===== config.mk =====
export PLATFORM = sky130hd
export DESIGN_NAME = id_decode_reg
export DESIGN_NICKNAME = d
export VERILOG_FILES = /design/src/rtl/id_decode_reg.sv
export SDC_FILE = /design/constraint.sdc
export NUM_CORES = 1
export LEC_CHECK = 0
export CAP_MARGIN = 40
export CORE_UTILIZATION = 44
export DETAILED_ROUTE_END_ITERATION = 8
export GPL_TIMING_DRIVEN = 0
export PLACE_DENSITY = 0.93
export RECOVER_POWER = 25
export SLEW_MARGIN = 20
export SYNTH_ARGS = -nofsm -noshare
export SYNTH_HDL_FRONTEND = slang
export SYNTH_SLANG_ARGS = --single-unit

===== constraint.sdc =====
create_clock -name clk -period 3.85 [get_ports clk]
set_clock_uncertainty 0.15 [all_clocks]
set_input_delay 0.9625 -clock clk [delete_from_list [all_inputs] [get_ports clk]]
set_output_delay 0.9625 -clock clk [all_outputs]
set_load 0.02 [all_outputs]

===== src/rtl/id_decode_reg.sv =====
// ID-stage decoder and pipeline register for the LA32R subset.
// It decodes the word offered by IF and holds the EX operand-select fields for one stage.

`ifndef OP_NOP
`define OP_NOP   8'd0
`define OP_ADD   8'd1
`define OP_SUB   8'd2
`define OP_SLT   8'd3
`define OP_SLTU  8'd4
`define OP_NOR   8'd5
`define OP_AND   8'd6
`define OP_OR    8'd7
`define OP_XOR   8'd8
`define OP_SLL   8'd9
`define OP_SRL   8'd10
`define OP_SRA   8'd11
`define OP_SLLI  8'd12
`define OP_SRLI  8'd13
`define OP_SRAI  8'd14
`define OP_SLTI  8'd15
`define OP_SLTUI 8'd16
`define OP_ADDI  8'd17
`define OP_ANDI  8'd18
`define OP_ORI   8'd19
`define OP_XORI  8'd20
`define OP_LD_W  8'd21
`define OP_ST_W  8'd22
`define OP_LL_W  8'd23
`define OP_SC_W  8'd24
`endif

`ifndef OP_TYPE_NONE
`define OP_TYPE_NONE  4'd0
`define OP_TYPE_3R    4'd1
`define OP_TYPE_2RI12 4'd2
`define OP_TYPE_2RI14 4'd3
`endif

`ifndef IMM_SZ_NONE
`define IMM_SZ_NONE 3'd0
`define IMM_SZ_12   3'd1
`define IMM_SZ_14   3'd2
`endif

module id_decode_reg #(
    parameter int PC_W = 32
) (
    input  logic            clk,
    input  logic            reset,
    input  logic            flush,
    input  logic            fs_to_ds_valid,
    input  logic [31:0]     fs_inst,
    input  logic [PC_W-1:0] fs_pc,
    output logic            ds_allowin,
    input  logic            es_allowin,
    output logic            ds_to_es_valid,
    output logic [PC_W-1:0] ds_pc,
    output logic [7:0]      op,
    output logic [3:0]      op_type,
    output logic [4:0]      rd,
    output logic [4:0]      rj,
    output logic [4:0]      rk,
    output logic [25:0]     imm_unext,
    output logic [2:0]      imm_sz,
    output logic [4:0]      shift_imm,
    output logic            flag_unsigned,
    output logic            ine
);

    logic            ds_valid_reg;
    logic [PC_W-1:0] ds_pc_reg;
    logic [7:0]      op_reg, op_next;
    logic [3:0]      op_type_reg, op_type_next;
    logic [4:0]      rd_reg, rj_reg, rk_reg;
    logic [25:0]     imm_unext_reg, imm_unext_next;
    logic [2:0]      imm_sz_reg, imm_sz_next;
    logic [4:0]      shift_imm_reg, shift_imm_next;
    logic            flag_unsigned_reg, flag_unsigned_next;
    logic            ine_reg, ine_next;

    logic [7:0] op_3r, op_12, op_14;
    logic       hit_3r, hit_12, hit_14, shift_form;
    logic       load_fields;

    // Three independent key lookups; the LA32R encodings never overlap between formats.
    always_comb begin
        op_3r      = `OP_NOP;
        hit_3r     = 1'b1;
        shift_form = 1'b0;
        case (fs_inst[31:15])
            17'h00020: op_3r = `OP_ADD;
            17'h00022: op_3r = `OP_SUB;
            17'h00024: op_3r = `OP_SLT;
            17'h00025: op_3r = `OP_SLTU;
            17'h00028: op_3r = `OP_NOR;
            17'h00029: op_3r = `OP_AND;
            17'h0002a: op_3r = `OP_OR;
            17'h0002b: op_3r = `OP_XOR;
            17'h0002e: op_3r = `OP_SLL;
            17'h0002f: op_3r = `OP_SRL;
            17'h00030: op_3r = `OP_SRA;
            17'h00081: begin op_3r = `OP_SLLI; shift_form = 1'b1; end
            17'h00089: begin op_3r = `OP_SRLI; shift_form = 1'b1; end
            17'h00091: begin op_3r = `OP_SRAI; shift_form = 1'b1; end
            default:   hit_3r = 1'b0;
        endcase

        op_12  = `OP_NOP;
        hit_12 = 1'b1;
        case (fs_inst[31:22])
            10'h008: op_12 = `OP_SLTI;
            10'h009: op_12 = `OP_SLTUI;
            10'h00a: op_12 = `OP_ADDI;
            10'h00d: op_12 = `OP_ANDI;
            10'h00e: op_12 = `OP_ORI;
            10'h00f: op_12 = `OP_XORI;
            10'h0a2: op_12 = `OP_LD_W;
            10'h0a6: op_12 = `OP_ST_W;
            default: hit_12 = 1'b0;
        endcase

        op_14  = `OP_NOP;
        hit_14 = 1'b1;
        case (fs_inst[31:24])
            8'h20:   op_14 = `OP_LL_W;
            8'h21:   op_14 = `OP_SC_W;
            default: hit_14 = 1'b0;
        endcase
    end

    always_comb begin
        op_next            = `OP_NOP;
        op_type_next       = `OP_TYPE_NONE;
        imm_sz_next        = `IMM_SZ_NONE;
        imm_unext_next     = '0;
        shift_imm_next     = '0;
        flag_unsigned_next = 1'b0;
        ine_next           = 1'b0;
        if (hit_3r) begin
            op_next        = op_3r;
            op_type_next   = `OP_TYPE_3R;
            shift_imm_next = shift_form ? fs_inst[14:10] : 5'd0;
        end else if (hit_12) begin
            op_next            = op_12;
            op_type_next       = `OP_TYPE_2RI12;
            imm_sz_next        = `IMM_SZ_12;
            imm_unext_next     = {14'd0, fs_inst[21:10]};
            flag_unsigned_next = (op_12 == `OP_ANDI) || (op_12 == `OP_ORI) || (op_12 == `OP_XORI);
        end else if (hit_14) begin
            op_next        = op_14;
            op_type_next   = `OP_TYPE_2RI14;
            imm_sz_next    = `IMM_SZ_14;
            imm_unext_next = {12'd0, fs_inst[23:10]};
        end else begin
            ine_next = 1'b1;
        end
    end

    assign ds_allowin  = !ds_valid_reg || es_allowin;
    assign load_fields = ds_allowin && fs_to_ds_valid && !flush;

    always_ff @(posedge clk) begin
        if (reset) begin
            ds_valid_reg      <= 1'b0;
            ds_pc_reg         <= '0;
            op_reg            <= `OP_NOP;
            op_type_reg       <= `OP_TYPE_NONE;
            rd_reg            <= '0;
            rj_reg            <= '0;
            rk_reg            <= '0;
            imm_unext_reg     <= '0;
            imm_sz_reg        <= `IMM_SZ_NONE;
            shift_imm_reg     <= '0;
            flag_unsigned_reg <= 1'b0;
            ine_reg           <= 1'b0;
        end else begin
            if (flush)
                ds_valid_reg <= 1'b0;
            else if (ds_allowin)
                ds_valid_reg <= fs_to_ds_valid;

            // Fields stay frozen while EX stalls so it sees a stable instruction.
            if (load_fields) begin
                ds_pc_reg         <= fs_pc;
                op_reg            <= op_next;
                op_type_reg       <= op_type_next;
                rd_reg            <= fs_inst[4:0];
                rj_reg            <= fs_inst[9:5];
                rk_reg            <= fs_inst[14:10];
                imm_unext_reg     <= imm_unext_next;
                imm_sz_reg        <= imm_sz_next;
                shift_imm_reg     <= shift_imm_next;
                flag_unsigned_reg <= flag_unsigned_next;
                ine_reg           <= ine_next;
            end
        end
    end

    assign ds_to_es_valid = ds_valid_reg;
    assign ds_pc          = ds_pc_reg;
    assign op             = op_reg;
    assign op_type        = op_type_reg;
    assign rd             = rd_reg;
    assign rj             = rj_reg;
    assign rk             = rk_reg;
    assign imm_unext      = imm_unext_reg;
    assign imm_sz         = imm_sz_reg;
    assign shift_imm      = shift_imm_reg;
    assign flag_unsigned  = flag_unsigned_reg;
    assign ine            = ine_reg;

endmodule


==> reports/summary.txt, run 1 <==
Area growth, synth to finish: 53.56%
Final GP Congestion: 0.9459
WL/cell: 15.04 um
Number of max-cap violations: 0
Ys async rst share: 0
Placed Cells: 674
Clock Sinks: 78
First-pass GRT wire length: 16550 um
EDFF count, synth: 0
RSZ-0062 raised after global routing: no
Post-layout min period: 3.357 ns
Power consumption: 1725 uW
Die Area: 8070 um^2
Setup Crit Path Kind: input pin to output port
Die X: 89.84 um
CTS tree: built
Total CTS buffers: 9
Hold Fails Final Rpt: 0
Antenna cell count: 0
Chip Height: 89.84 um
Detailed Route Iter0 Violations: 124
Highest achievable clock rate: 297.9 MHz
Post-DP HPWL: 7899 um
Post-cts sizing count: 0
Clock Path Buffers: 2
Clock root buffer: clkbuf_8
IO Count: 166
Residual DRC: 0
Seq/Total Area, Yosys: 0.4600
Postcts setup bufs: 0
Slew margin rel.: 0.5479
DR vias: 3623
Primary FF master, synth: dfxtp_1
Pwr Density: 330.9 nW/um^2
CTS clk-pin slew, worst paths: 0.08 ns
# setup viols final: 0
Yosys warning count: 0
Fin crit share: 0.8720
Nets: 655
Worst slew pin tran: 0.6725 ns
Post-synthesis cell area: 3395 um^2
Std-Cell Core Area: 7370 um^2
Register Area: 1562 um^2
Multi-input logic area: 1612 um^2
Antenna violations before repair: 0
Slew Viols, Final: 0
Hold/Removal Path Class: register to register
Layout cells sized above 1: 0.08968
Critical path capture point type: output port
Finished Layout Cells: 690
Worst setup margin: 0.4927 ns
CP required: 2.74 ns
# rows: 31
Vias/cell: 5.251
Grt total ovfl: 0
Status: finished, final reports clean
CP Max Fanout: 4
Netlist cell types: 56
I/O Buffers: 145
Avg Cell Area, Syn: 8.219 um^2
Initial Util: 0.4606
DRT Wirelength: 10380 um
Worst hold slack: 0.3036 ns
Overall routing resource usage: 0.2539
Worst slack, placed: 0.5001 ns
Peak VDD IR: 0.0002567 V
Flops & latches, synth: 78
CP Launch Type: input pin
Leak: 0.001978 uW
Fill cell count: 580
Syn Inst Count: 413
Setup_tns: 0 ns
Pin count of the biggest net entering global routing: 16
Htree depth: 3
Largest register FFs: 32
Final ANT Viol Nets: 0
Clk_lat worst skew: 0.35 ns
Data arrival, critical path: 2.24 ns
Most common cell after layout, fill and taps aside: nand2_1
DRT Pass-1 Iters: 4
CTS Hold Bufs: 0
Commonest non-fill, non-tap cells in the layout: nand2_1, clkdlybuf4s50_1, dfxtp_1
Vias in the first global route: 3481
logic make-up (layout without fill, tap and decap cells):
kind of cell,after synthesis,count (layout),share of synthesized area
mux,2,2,0.005898
simple gates,169,169,0.2337
other cells,1,18,0.001105
xor+xnor,3,3,0.007742
flops,78,78,0.4600
buf+inv,54,215,0.08404
compound gates,106,106,0.2075
stage by stage:
step,utilization,area (um^2)
4_1_cts,0.7073,5213
3_5_place_dp,0.6830,5034
6_report,0.7073,5213
2_1_floorplan,-,3458
5_1_grt,0.7073,5213
3_3_place_gp,0.6830,5034
cells in the mapped netlist (2+ instances only):
cell | instances | share of area
buf_4 | 18 | 0.040
a21oi_1 | 62 | 0.091
o21ai_0 | 2 | 0.0029
a32o_1 | 12 | 0.035
nand4_1 | 3 | 0.0055
a22oi_1 | 2 | 0.0044
mux2i_1 | 2 | 0.0059
buf_2 | 6 | 0.0088
inv_1 | 6 | 0.0066
nand4b_1 | 2 | 0.0052
xor2_1 | 2 | 0.0052
and2_1 | 2 | 0.0037
buf_1 | 11 | 0.012
nand3_1 | 10 | 0.015
o21ai_1 | 2 | 0.0029
nor3b_1 | 7 | 0.015
nand3b_1 | 3 | 0.0066
nor2b_1 | 4 | 0.0074
clkbuf_1 | 12 | 0.013
nor2_1 | 11 | 0.012
a211oi_1 | 4 | 0.0088
a22o_1 | 3 | 0.0077
nand2_1 | 109 | 0.12
nor4_2 | 2 | 0.0074
a221oi_1 | 2 | 0.0052
nand2b_1 | 3 | 0.0055
nor3_1 | 5 | 0.0074
dfxtp_1 | 78 | 0.46
per-layer routing:
metal	part of all wire	track usage	vias up
met2	0.49	0.4429	166
met4	0.031	0.1148	0
met5	0	0	-
met1	0.40	0.2862	1681
met3	0.076	0.07276	36
li1	-	-	1740
worst paths after layout:
kind	start	endpoint	slack (ns)	cells after the start
setup / recovery	es_allowin	ds_allowin	0.49	3
hold / removal	ds_pc[29]	ds_pc[29]	0.30	2
setup reg to reg	ds_to_es_valid	imm_unext[13]	1.84	7
hold reg to reg	ds_pc[29]	ds_pc[29]	0.30	2
where the power goes:
part / switching [uW] / internal [uW] / leakage [uW]
logic: 168 / 149 / 0.00126
registers: 13.1 / 832 / 0.000635
clock network: 322 / 241 / 0.0000866
cell type report:
type | count | area share
buffer | 48 | 0.05041
clock buffer | 9 | 0.02376
clock inverter | 7 | 0.01056
inverter | 6 | 0.004321
multi-input combinational | 298 | 0.3092
sequential | 78 | 0.2996
tap | 99 | 0.02376
timing repair buffer | 145 | 0.2784
worst max-delay path, stage by stage:
cell and delay (ns):
clkdlybuf4s50_1 0.46, nand2b_1 0.19, clkdlybuf4s50_1 0.64
Power figures use the tool's default switching activity.
==> run 2, diff against run 1 <==
Settings changed: SLEW_MARGIN 20 to 0.
==> results of run 2 <==
Same layout as run 1: the final DEF is identical, and so are final timing and power.
